===== src/rtl/buzz_arbiter.sv =====
`default_nettype none
// ==========================================================================================
// buzz_arbiter: debounced four-contestant buzzer arbiter; BUZZ_FOUL_EN adds early-press lockout
// Rev 1.0
// ==========================================================================================
module buzz_arbiter #(
    parameter int DEBOUNCE_CYCLES = 1000000,
    parameter int ARM_TIMEOUT_S   = 10
) (
    input  logic       Clk100M,
    input  logic       Reset,
    input  logic       Clk1Hz,
    input  logic [3:0] btn,
    input  logic       hostArm,
    input  logic       hostClear,
    input  logic       answerDone,
    output logic       answerSig,
    output logic       timeoutSig,
    output logic       armed,
    output logic       locked,
    output logic [1:0] winner,
    output logic       winnerValid,
    output logic [3:0] foul
);

    localparam int DB_W   = $clog2(DEBOUNCE_CYCLES + 1);
    localparam int TICK_W = (ARM_TIMEOUT_S > 0) ? $clog2(ARM_TIMEOUT_S + 1) : 1;
    localparam logic [DB_W-1:0]   DB_LAST    = DB_W'(DEBOUNCE_CYCLES - 1);
    localparam logic [TICK_W-1:0] TICK_LAST  = TICK_W'((ARM_TIMEOUT_S > 0) ? ARM_TIMEOUT_S - 1 : 0);
    localparam logic [TICK_W-1:0] TICK_MAX   = '1;
    localparam bit                TIMEOUT_EN = (ARM_TIMEOUT_S != 0);

    typedef enum logic [1:0] {
        S_IDLE   = 2'd0,
        S_ARMED  = 2'd1,
        S_LOCKED = 2'd2
    } state_t;

    logic [3:0] sync_a;
    logic [3:0] sync_b;
    logic [3:0] stable;
    logic [3:0] stable_q;
    logic [3:0] press;
    logic [3:0] eligible;
    logic [1:0] first_idx;

    state_t            state;
    state_t            state_nx;
    logic [TICK_W-1:0] tick_cnt;
    logic [TICK_W-1:0] tick_cnt_nx;
    logic [1:0]        winner_nx;
    logic              answer_nx;
    logic              timeout_nx;
    logic              timeout_hit;

    always_ff @(posedge Clk100M or posedge Reset) begin
        if (Reset) begin
            sync_a   <= 4'b0000;
            sync_b   <= 4'b0000;
            stable_q <= 4'b0000;
        end else begin
            sync_a   <= btn;
            sync_b   <= sync_a;
            stable_q <= stable;
        end
    end

    // The counter only ever runs while the synchronized level disagrees with the stable one.
    for (genvar i = 0; i < 4; i++) begin : g_button
        logic [DB_W-1:0] db_cnt;
        logic            level;

        always_ff @(posedge Clk100M or posedge Reset) begin
            if (Reset) begin
                db_cnt <= '0;
                level  <= 1'b0;
            end else if (sync_b[i] == level) begin
                db_cnt <= '0;
            end else if (db_cnt == DB_LAST) begin
                db_cnt <= '0;
                level  <= ~level;
            end else begin
                db_cnt <= db_cnt + 1'b1;
            end
        end

        assign stable[i] = level;
    end

    assign press    = stable & ~stable_q;
    assign eligible = press & ~foul;

    always_comb begin
        first_idx = 2'd0;
        for (int i = 3; i >= 0; i--) begin
            if (eligible[i]) begin
                first_idx = 2'(i);
            end
        end
    end

    assign timeout_hit = TIMEOUT_EN && (tick_cnt == TICK_LAST);

    always_comb begin
        state_nx    = state;
        tick_cnt_nx = tick_cnt;
        winner_nx   = winner;
        answer_nx   = 1'b0;
        timeout_nx  = 1'b0;
        if (hostClear) begin
            state_nx    = S_IDLE;
            tick_cnt_nx = '0;
            winner_nx   = 2'd0;
        end else begin
            case (state)
                S_IDLE: begin
                    if (hostArm) begin
                        state_nx    = S_ARMED;
                        tick_cnt_nx = '0;
                    end
                end
                S_ARMED: begin
                    // A press beats a coincident final tick.
                    if (|eligible) begin
                        state_nx  = S_LOCKED;
                        winner_nx = first_idx;
                        answer_nx = 1'b1;
                    end else if (Clk1Hz) begin
                        if (timeout_hit) begin
                            state_nx   = S_IDLE;
                            timeout_nx = 1'b1;
                        end else if (tick_cnt != TICK_MAX) begin
                            tick_cnt_nx = tick_cnt + 1'b1;
                        end
                    end
                end
                S_LOCKED: begin
                    if (answerDone) begin
                        state_nx = S_IDLE;
                    end
                end
                default: begin
                    state_nx = S_IDLE;
                end
            endcase
        end
    end

    always_ff @(posedge Clk100M or posedge Reset) begin
        if (Reset) begin
            state       <= S_IDLE;
            tick_cnt    <= '0;
            winner      <= 2'd0;
            answerSig   <= 1'b0;
            timeoutSig  <= 1'b0;
            armed       <= 1'b0;
            locked      <= 1'b0;
            winnerValid <= 1'b0;
        end else begin
            state       <= state_nx;
            tick_cnt    <= tick_cnt_nx;
            winner      <= winner_nx;
            answerSig   <= answer_nx;
            timeoutSig  <= timeout_nx;
            armed       <= (state_nx == S_ARMED);
            locked      <= (state_nx == S_LOCKED);
            winnerValid <= (state_nx == S_LOCKED);
        end
    end

`ifdef BUZZ_FOUL_EN
    logic [3:0] foul_nx;

    // A timeout exit keeps the flags, so early buzzers stay locked out of the re-armed round.
    always_comb begin
        foul_nx = foul;
        if (hostClear) begin
            foul_nx = 4'b0000;
        end else if (state == S_IDLE) begin
            foul_nx = foul | press;
        end else if ((state == S_LOCKED) && answerDone) begin
            foul_nx = 4'b0000;
        end
    end

    always_ff @(posedge Clk100M or posedge Reset) begin
        if (Reset) begin
            foul <= 4'b0000;
        end else begin
            foul <= foul_nx;
        end
    end
`else
    assign foul = 4'b0000;
`endif

endmodule
`default_nettype wire


===== config.mk =====
export PLATFORM = sky130hd
export DESIGN_NAME = buzz_arbiter
export DESIGN_NICKNAME = d
export VERILOG_FILES = /design/src/rtl/buzz_arbiter.sv
export SDC_FILE = /design/constraint.sdc
export NUM_CORES = 1
export LEC_CHECK = 0
export ABC_AREA = 1
export CAP_MARGIN = 5
export CORE_MARGIN = 1
export CORE_UTILIZATION = 66
export DETAILED_ROUTE_END_ITERATION = 10
export HOLD_SLACK_MARGIN = 0.15
export PLACE_DENSITY_LB_ADDON = 0.12
export SYNTH_ARGS = -nofsm -noshare
export SYNTH_HDL_FRONTEND = slang
export SYNTH_SLANG_ARGS = --single-unit
export TNS_END_PERCENT = 5

===== constraint.sdc =====
create_clock -name Clk100M -period 11.7 [get_ports Clk100M]
set_input_delay 2.925 -clock Clk100M [delete_from_list [all_inputs] [get_ports Clk100M]]
set_output_delay 2.925 -clock Clk100M [all_outputs]
set_load 0.1 [all_outputs]

==> metrics.cfg <==
[setup_path]
crit_buf_inv=1
cp-end-kind=primary output
startpoint_type=flip-flop
critPathArrivalTime_ns=1.86
critPathTopFamily=buffers and inverters
critPathKind=flip-flop to primary output
required_ns=8.78
critPathMaxStageDelay_ns=1.13
rr_endpoint=g_button[3].db_cnt[10]
crit_fanout=2
r2r_slack_ns=10.04
cp_slowest_cell=clkdlybuf4s50_1
r2r-start=g_button[3].db_cnt[0]
cp_num_cells=1
crit_path_cell_trace=clkdlybuf4s50_1
rr_worst_depth=7

[final_layout]
syn_to_final_growth_pct=8.46
utilization_pct=73.6
nFillCells=662
final_cell_mix=nor2_1, nand2_1, dfrtp_1, inv_1, nand3_1
fin_area_um2=6390
n_antenna_cell=0
layout-drive-gt1-share_pct=11.6
fin_nets=775
final_common_cell=nor2_1

[placement]
gp_congestion=0.939
place.detailed.hpwl_mm=7.98
postPlaceCellArea_um2=6170
port_buffers=16
place_ws_ns=7.05

[sta]
fin_crit_sh_pct=40.9
layout_setup_ws_ns=6.91
finClkSkew_ns=0.00937
tightest_slew_ns=1.03
fmax_mhz=209
setup_tns_ns=0
rsz0062_at_grt=false
slew_headroom_pct=31.1
final_max_slew_viol_count=0
min_period_ns=4.79
hold_viol=0
holdWs_ns=0.369
setup_viol=0

[synth]
synthCells=733
syn_area_um2=5890
yosysWarnings=0
synth-main-ff-cell=dfrtp_1
synth_cell_type_count=32
ys_seq_elements=108
postSynthAreaPerCell_um2=8.03
synth-edff-count=0
yosysSeqAreaShare_pct=45.9
async_flop_share_pct=100

[die]
num_rows=34
start_util_pct=67.8
die-width_um=96.5
dieArea_um2=9300
ios=21
core_um2=8680
die_h_um=96.5

[power]
vdd_drop_max_mv=0.0706
cellLeakagePower_nw=2.81
cellPowerDensity_nw_per_um2=104

[global_route]
grt_max_degree=87
first_global_vias=4157
grt_usage_pct=24.8
antenna_found_initial=0
overflow=0
grt_pass1_wl_mm=18.0

[job]
drv_cap=0

[drt]
detail_route.wl_per_cell_um=12.3
first_pass_iters=4
route.detailed.drc=0
drt_iter0_drc=199
wl_mm=10.8
num_vias=4583
routed_via_density=5.26
ant_nets=0

[cts]
post_cts_resized=0
clockRootBuffer=clkbuf_8
post_cts_buffers=0
cts_inserted_buffers=9
cts_hold_buf=0
clk_pin_slew_ns=0.10
h-tree-depth=3
cts_buffer_depth=2
cts_tree=built
clock_latency_ns=0.37
clock-sinks=108

[outcome]
outcome=finished clean

[worst_hold_path]
min_path_cells=0
hold_path_end=sync_b[0]
worst_hold_path_type=flip-flop to flip-flop
holdCritStartpoint=sync_a[0]

[routing by layer]
| layer | global-route usage, % | vias up | share of wire (%) |
|---|---|---|---|
| met5 | 0 | - | 0 |
| met4 | 6.37 | 0 | 0.97 |
| met3 | 5.09 | 17 | 3.8 |
| met2 | 40.7 | 92 | 48 |
| met1 | 33.7 | 2157 | 48 |
| li1 | - | 2317 | - |
[how the worst max path moves through the flow]
stage,end,slack (ns),start
detailed placement,g_button[3].db_cnt[17],7.05,Reset
CTS,winner[0],6.89,winner[0]
floorplan,answerSig,5.93,Reset
finish,winner[0],6.91,winner[0]
global route,winnerValid,6.85,winnerValid
global placement,g_button[1].db_cnt[12],7.06,Reset
[power breakdown]
part	internal (mW)	switching, mW
sequential	0.379	0.00474
combinational	0.00969	0.0289
clock	0.114	0.128
total	0.502	0.161
[cell type report]
type	instances	area (µm²)	area share (%)
clock buffers	11	151	2.37
well taps	108	135	2.12
multi-input cells	540	2850	44.6
flip-flops and latches	108	2700	42.3
clock inverters	5	67.6	1.06
inverters	83	314	4.92
repair buffers	17	168	2.63
[kinds of logic after synthesis]
| logic type | Yosys count | synth area share (%) |
|---|---|---|
| AOI/OAI and AO/OA | 28 | 2.78 |
| xor gates and xnor gates | 48 | 7.14 |
| adders and majority gates | 6 | 1.27 |
| buffers and inverters | 88 | 5.93 |
| DFF | 108 | 45.9 |
| other | 1 | 0.0637 |
| and+or+nand+nor | 454 | 36.9 |
[worst reg2reg max path: stages (launching register included)]
cell,delay [ns]
dfrtp_1,0.47
ha_1,0.22
inv_1,0.10
nor2_2,0.18
nand2_2,0.13
nor2_4,0.16
xor2_1,0.22
nor2_1,0.06
[through the flow]
step | total power, mW | std cells
finish | 0.663 | 872
global route | 0.687 | 872
CTS | 0.671 | 872
detailed placement | 0.430 | 856
global placement | 0.429 | 856
floorplan | 0.420 | 736
[synth_stat cells, types with 2 or more instances]
cell type	instances	share of area (%)
a21oi_1	12	1.0
nand3_1	52	4.4
o21ai_0	7	0.59
a21oi_2	2	0.30
inv_2	7	0.45
nand3_2	9	1.5
ha_1	6	1.3
nor2_2	12	1.3
nand2_2	12	1.3
buf_4	5	0.64
nand2_4	7	1.3
o31ai_1	2	0.25
nand2_1	152	9.7
dfrtp_1	108	46
nand4_1	10	1.1
xor2_1	31	4.6
inv_1	75	4.8
nand3b_1	2	0.25
o21bai_1	4	0.51
nor3_4	3	0.83
xnor2_1	17	2.5
nor2_1	166	11
nor3_1	9	0.76
nor2_4	15	2.9
[state kept, by name, indices dropped and copies added (netlist names)]
register	cells
timeoutSig	1
winner	2
stable_q	4
armed	1
g_button.db_cnt	80
sync_a	4
state	2
answerSig	1
g_button.level	4
tick_cnt	4
sync_b	4
winnerValid	1
(Power assumes the default switching activity.)
